### config.mk
export PLATFORM = sky130hd
export DESIGN_NAME = uart_receiver
export DESIGN_NICKNAME = d
export VERILOG_FILES = /design/src/rtl/uart_pkg.sv /design/src/rtl/uart_baud_tick.sv /design/src/rtl/uart_receiver.sv
export SDC_FILE = /design/constraint.sdc
export NUM_CORES = 1
export LEC_CHECK = 0
export CAP_MARGIN = 0
export CORE_ASPECT_RATIO = 0.75
export CORE_MARGIN = 4
export CORE_UTILIZATION = 40
export CTS_BUF_LIST = sky130_fd_sc_hd__clkbuf_8
export DETAILED_ROUTE_END_ITERATION = 10
export PLACE_DENSITY = 0.59
export RECOVER_POWER = 50
export SLEW_MARGIN = 10
export SYNTH_ARGS = -nofsm -noshare
export SYNTH_HDL_FRONTEND = slang
export SYNTH_HIERARCHICAL = 1
export SYNTH_SLANG_ARGS = --single-unit
### constraint.sdc
create_clock -name i_clock -period 2.1 [get_ports i_clock]
set_input_delay 0.63 -clock i_clock [delete_from_list [all_inputs] [get_ports i_clock]]
set_output_delay 0.63 -clock i_clock [all_outputs]
set_load 0.01 [all_outputs]
### src/rtl/uart_pkg.sv
// Shared types and helpers for the 8N1 UART receiver.
`timescale 1ns/1ps
package uart_pkg;

  localparam int OVERSAMPLE_DEFAULT = 16;

  typedef enum logic [1:0] {
    IDLE  = 2'd0,
    START = 2'd1,
    DATA  = 2'd2,
    STOP  = 2'd3
  } rx_state_e;

  // Rounded clocks-per-tick so the tick rate lands closest to BAUD*OVERSAMPLE.
  function automatic int baud_div(input int clk_freq, input int baud_rate, input int oversample);
    int den;
    den = baud_rate * oversample;
    return (clk_freq + den / 2) / den;
  endfunction

endpackage

### src/rtl/uart_baud_tick.sv
// Free-running divider producing a one-cycle oversampling tick on each wrap.
`timescale 1ns/1ps
module uart_baud_tick #(
  parameter int DIV = 33
) (
  input  logic i_clock,
  input  logic i_reset,
  output logic o_tick
);

  localparam int CW = (DIV > 1) ? $clog2(DIV) : 1;
  localparam logic [CW-1:0] LAST = CW'(DIV - 1);

  logic [CW-1:0] cnt_q, cnt_d;

  assign o_tick = (cnt_q == LAST);
  assign cnt_d  = o_tick ? '0 : cnt_q + CW'(1);

  always_ff @(posedge i_clock or posedge i_reset) begin
    if (i_reset) cnt_q <= '0;
    else         cnt_q <= cnt_d;
  end

endmodule

### src/rtl/uart_receiver.sv
// 8N1 serial receiver with 16x oversampling; optional o_framing_error port
// is enabled by defining UART_RX_FRAMING_ERR_EN.
`timescale 1ns/1ps
module uart_receiver
  import uart_pkg::*;
#(
  parameter int CLK_FREQ   = 5_000_000,
  parameter int BAUD_RATE  = 9600,
  parameter int OVERSAMPLE = OVERSAMPLE_DEFAULT,
  parameter int DATA_BITS  = 8
) (
  input  logic                 i_clock,
  input  logic                 i_reset,
  input  logic                 i_rx_data_input,
  output logic                 o_done_bit,
  output logic [DATA_BITS-1:0] o_data_byte
`ifdef UART_RX_FRAMING_ERR_EN
  ,
  output logic                 o_framing_error
`endif
);

  localparam int DIV = baud_div(CLK_FREQ, BAUD_RATE, OVERSAMPLE);
  localparam int TCW = (OVERSAMPLE > 1) ? $clog2(OVERSAMPLE) : 1;
  localparam int BCW = (DATA_BITS > 1) ? $clog2(DATA_BITS) : 1;
  localparam logic [TCW-1:0] MID_TICK  = TCW'(OVERSAMPLE / 2 - 1);
  localparam logic [TCW-1:0] LAST_TICK = TCW'(OVERSAMPLE - 1);
  localparam logic [BCW-1:0] LAST_BIT  = BCW'(DATA_BITS - 1);

  logic                 tick_raw;
  logic                 tick_q;
  logic [1:0]           sync_q;
  logic                 rx;
  rx_state_e            state_q, state_d;
  logic [TCW-1:0]       tick_cnt_q, tick_cnt_d;
  logic [BCW-1:0]       bit_cnt_q, bit_cnt_d;
  logic [DATA_BITS-1:0] shift_q, shift_d;
  logic [DATA_BITS-1:0] data_q, data_d;
  logic                 done_q, done_d;
  logic                 ferr_d;

  uart_baud_tick #(.DIV(DIV)) u_baud_tick (
    .i_clock (i_clock),
    .i_reset (i_reset),
    .o_tick  (tick_raw)
  );

  assign rx = sync_q[1];

  always_comb begin
    state_d    = state_q;
    tick_cnt_d = tick_cnt_q;
    bit_cnt_d  = bit_cnt_q;
    shift_d    = shift_q;
    data_d     = data_q;
    done_d     = 1'b0;
    ferr_d     = 1'b0;
    case (state_q)
      IDLE: begin
        tick_cnt_d = '0;
        bit_cnt_d  = '0;
        if (!rx) state_d = START;
      end
      START: begin
        if (tick_q) begin
          if (tick_cnt_q == MID_TICK) begin
            tick_cnt_d = '0;
            state_d    = rx ? IDLE : DATA;
          end else begin
            tick_cnt_d = tick_cnt_q + TCW'(1);
          end
        end
      end
      DATA: begin
        if (tick_q) begin
          if (tick_cnt_q == LAST_TICK) begin
            tick_cnt_d = '0;
            shift_d    = {rx, shift_q[DATA_BITS-1:1]};
            if (bit_cnt_q == LAST_BIT) state_d = STOP;
            else                       bit_cnt_d = bit_cnt_q + BCW'(1);
          end else begin
            tick_cnt_d = tick_cnt_q + TCW'(1);
          end
        end
      end
      STOP: begin
        if (tick_q) begin
          if (tick_cnt_q == LAST_TICK) begin
            tick_cnt_d = '0;
            state_d    = IDLE;
            if (rx) begin
              data_d = shift_q;
              done_d = 1'b1;
            end else begin
              ferr_d = 1'b1;
            end
          end else begin
            tick_cnt_d = tick_cnt_q + TCW'(1);
          end
        end
      end
      default: state_d = IDLE;
    endcase
  end

  always_ff @(posedge i_clock or posedge i_reset) begin
    if (i_reset) begin
      tick_q     <= 1'b0;
      sync_q     <= 2'b11;
      state_q    <= IDLE;
      tick_cnt_q <= '0;
      bit_cnt_q  <= '0;
      shift_q    <= '0;
      data_q     <= '0;
      done_q     <= 1'b0;
    end else begin
      tick_q     <= tick_raw;
      sync_q     <= {sync_q[0], i_rx_data_input};
      state_q    <= state_d;
      tick_cnt_q <= tick_cnt_d;
      bit_cnt_q  <= bit_cnt_d;
      shift_q    <= shift_d;
      data_q     <= data_d;
      done_q     <= done_d;
    end
  end

  assign o_done_bit  = done_q;
  assign o_data_byte = data_q;

`ifdef UART_RX_FRAMING_ERR_EN
  logic ferr_q;
  always_ff @(posedge i_clock or posedge i_reset) begin
    if (i_reset) ferr_q <= 1'b0;
    else         ferr_q <= ferr_d;
  end
  assign o_framing_error = ferr_q;
`else
  logic ferr_unused;
  assign ferr_unused = ferr_d;
`endif

endmodule

==> flow_summary.toml <==
[run_status]
status = "completed"

[die]
rows = 19
ios = 12
start_util_pct = 42.1
die_h_um = 62.1
die-area_um2 = 4980
die_width_um = 80.2
core_um2 = 3710

[logic_synthesis]
synthDistinctLibCells = 37
ys_seq_area_share_pct = 56.2
yosys_register_bits = 35
yosysTopAreaCell = "dfrtp_1"
syn_area_um2 = 1560
synth_warnings = 6
syn_avg_cell_area_um2 = 12.5
synth_top_area_share_pct = 52.8
synth_cells = 125
synthTopCellsByArea = "dfrtp_1 (53%), mux2_2 (12%), ha_1 (4.0%)"
syn_nets = 133

[hold_path]
worstHoldStart = "sync_q[0]"
hold_end = "sync_q[1]"
whs_path_depth = 0
hold_path.class = "reg2reg"

[sta]
setup_violations = 0
drv_slew = 0
max_freq_mhz = 523
period_needed_ns = 1.91
worstMarginPinSlew_ns = 0.692
skew_ns = 0.00433
hold_ws_ns = 0.357
min_period_over_period_pct = 91.0
grt_setup_unrepaired = "no"
hold_viol = 0
relSlewSlack_pct = 53.9
finalSetupTns_ns = 0

[power]
finalPower_mw = 1.29
combinationalPowerShare_pct = 1.3
p_leak_nw = 0.857
clkPwrFrac_pct = 46.1
seq_power_share_pct = 52.6
p_int_mw = 1.03
p_switching_mw = 0.256
vdd_drop_max_v = 0.000420
power_density_nw_per_um2 = 698
p_sw_share_pct = 19.9

[worst_setup_path]
cp-end-kind = "register"
critPathSlowestCell = "nor2_2"
critPathKind = "reg2reg"
worstRegToRegCells = 4
rr_startpoint = "tick_cnt_q[0]"
crit_path_start_kind = "register"
worstPathCellList = "ha_1 > nand4_4 > nor2_2 > mux2_2"
worst_ep_arrival_time_ns = 2.08
worstReg2RegEnd = "o_data_byte[3]"
reg2reg_slack_ns = 0.19
worstPathMaxFanout = 9
critPathMaxStageDelay_ns = 0.44
cp.required_ns = 2.27

[drt]
first_pass_iters = 4
drc = 0
vias_per_cell = 5.06
drtIter0Drc = 81
routedWlPerCell_um = 13.6
postRouteAntennaNets = 0
vias = 982
wl_um = 2640

[cts]
cts.clk_slew.worst_paths_ns = 0.07
clkSinkCount = 35
clock_latency_ns = 0.28
cts-resized-gates = 0
htree_levels = 2
cts-root-buf = "clkbuf_8"
ctsLongestPathBuffers = 2
cts_made_buffers = 5
cts_tree = "yes"
cts_setup_buffers = 0
cts_hold_buf = 0

[global_route]
grt_util_met3_pct = 4.34
met1_usage_pct = 16.1
grt_max_degree = 30
grt_pass1_wl_um = 4660
antenna_found_initial = 0
busiest_layer = "met2"
grt_overflow_total = 0
gr-usage-met2_pct = 17.9
grt_pass1_vias = 1016
track_usage_pct = 12.2

[layout]
area_delta_synth_final_pct = 18.3
nets = 149
n_antenna_cell = 0
post-route-util_pct = 49.8
layout-drive-gt1-share_pct = 26.8
mostFrequentLayoutCell = "dfrtp_1"
most-common-layout-cells = "dfrtp_1 (33), mux2_2 (16), clkdlybuf4s50_1 (9)"

[placed_design]
hpwl_um = 1840
routabilityCongestion = 0.877
io_buffers = 11

[job]
maxCapViolCount = 0
[state kept, by name, indices dropped and copies added, names as in the netlist, named ones only]
signal and flops:
o_done_bit 1, bit_cnt_q 3, shift_q 8, tick_cnt_q 4
sync_q 2, o_data_byte 8, u_baud_tick/cnt_q 6, state_q 1
tick_q 1
[area by class of cell]
cell class                      instances  area [µm²]
Clock inverter                          3        43.8
Sequential cell                        35         878
Fill cell                             343        1860
Inverter                                7        26.3
Clock buffer                            5        68.8
Multi-Input combinational cell         78         636
Tap cell                               52        65.1
Timing Repair Buffer                   14         130
[cell families (layout without fill, tap and decap cells)]
family	after synthesis	in the layout	share of synthesized area, %
AND/OR/NAND/NOR	35	35	14.3
XOR/XNOR	4	4	2.24
adder cells (fa/ha/maj)	5	5	4.00
buffers and inverters	12	29	3.12
multiplexers	18	18	12.8
AO/OA/AOI/OAI	16	16	7.29
flip-flops	35	35	56.2
[critical path, delay by kind of cell, from the launching register on]
kind / cells / cell delay, ns
flops: 1 / 0.43
simple gates: 2 / 0.62
fa+ha+maj: 1 / 0.34
mux: 1 / 0.40
[Yosys cell counts, drive strengths merged]
master	n
buf	3
ha	5
o21ai	1
clkbuf	2
nor4	1
a311oi	1
or3b	1
inv	7
o211ai	2
and3	1
a41oi	1
mux2	16
nand2b	3
a31oi	2
o2bb2ai	1
or2	1
xor2	1
nor3b	1
nor3	1
o32ai	1
a221o	1
dfrtp	33
and3b	1
or4bb	1
nand2	4
mux2i	2
and2	1
a311o	1
xnor2	3
dfstp	2
nand3b	2
nor2	8
a21oi	5
nand3	6
nand4	3
[metrics by stage]
stage	instance area (µm²)	worst slack, ns	cells
final	1850	0.190	194
after global routing	1850	0.0783	194
after CTS	1850	0.192	194
after detailed placement	1740	0.210	186
after global placement	1740	0.272	186
after floorplan	1560	0.471	125
[power groups by stage]
stage	clock (mW)	sequential [mW]	combinational [mW]
final	0.594	0.679	0.0170
after global routing	0.643	0.679	0.0209
after CTS	0.616	0.678	0.0200
after detailed placement	0	0.692	0.0200
after global placement	0	0.692	0.0197
after floorplan	0	0.691	0.0107
[routing by layer]
layer  vias to the layer above  wire (µm)
li1                        480          -
met1                       482       1270
met2                        12       1230
met3                         8         86
met4                         0         53
met5                         -          0
[worst max-delay path by stage]
stage | slack (ns) | endpoint | from | depth (start not counted)
after floorplan | 0.47 | bit_cnt_q[0] | tick_cnt_q[0] | 4
after global placement | 0.27 | o_data_byte[4] | tick_cnt_q[0] | 4
after detailed placement | 0.21 | o_data_byte[3] | tick_cnt_q[0] | 4
after CTS | 0.19 | o_data_byte[0] | tick_cnt_q[0] | 4
after global routing | 0.08 | o_data_byte[0] | tick_cnt_q[0] | 4
final | 0.19 | o_data_byte[3] | tick_cnt_q[0] | 4
Note: power is estimated with default switching activity, not from simulation.
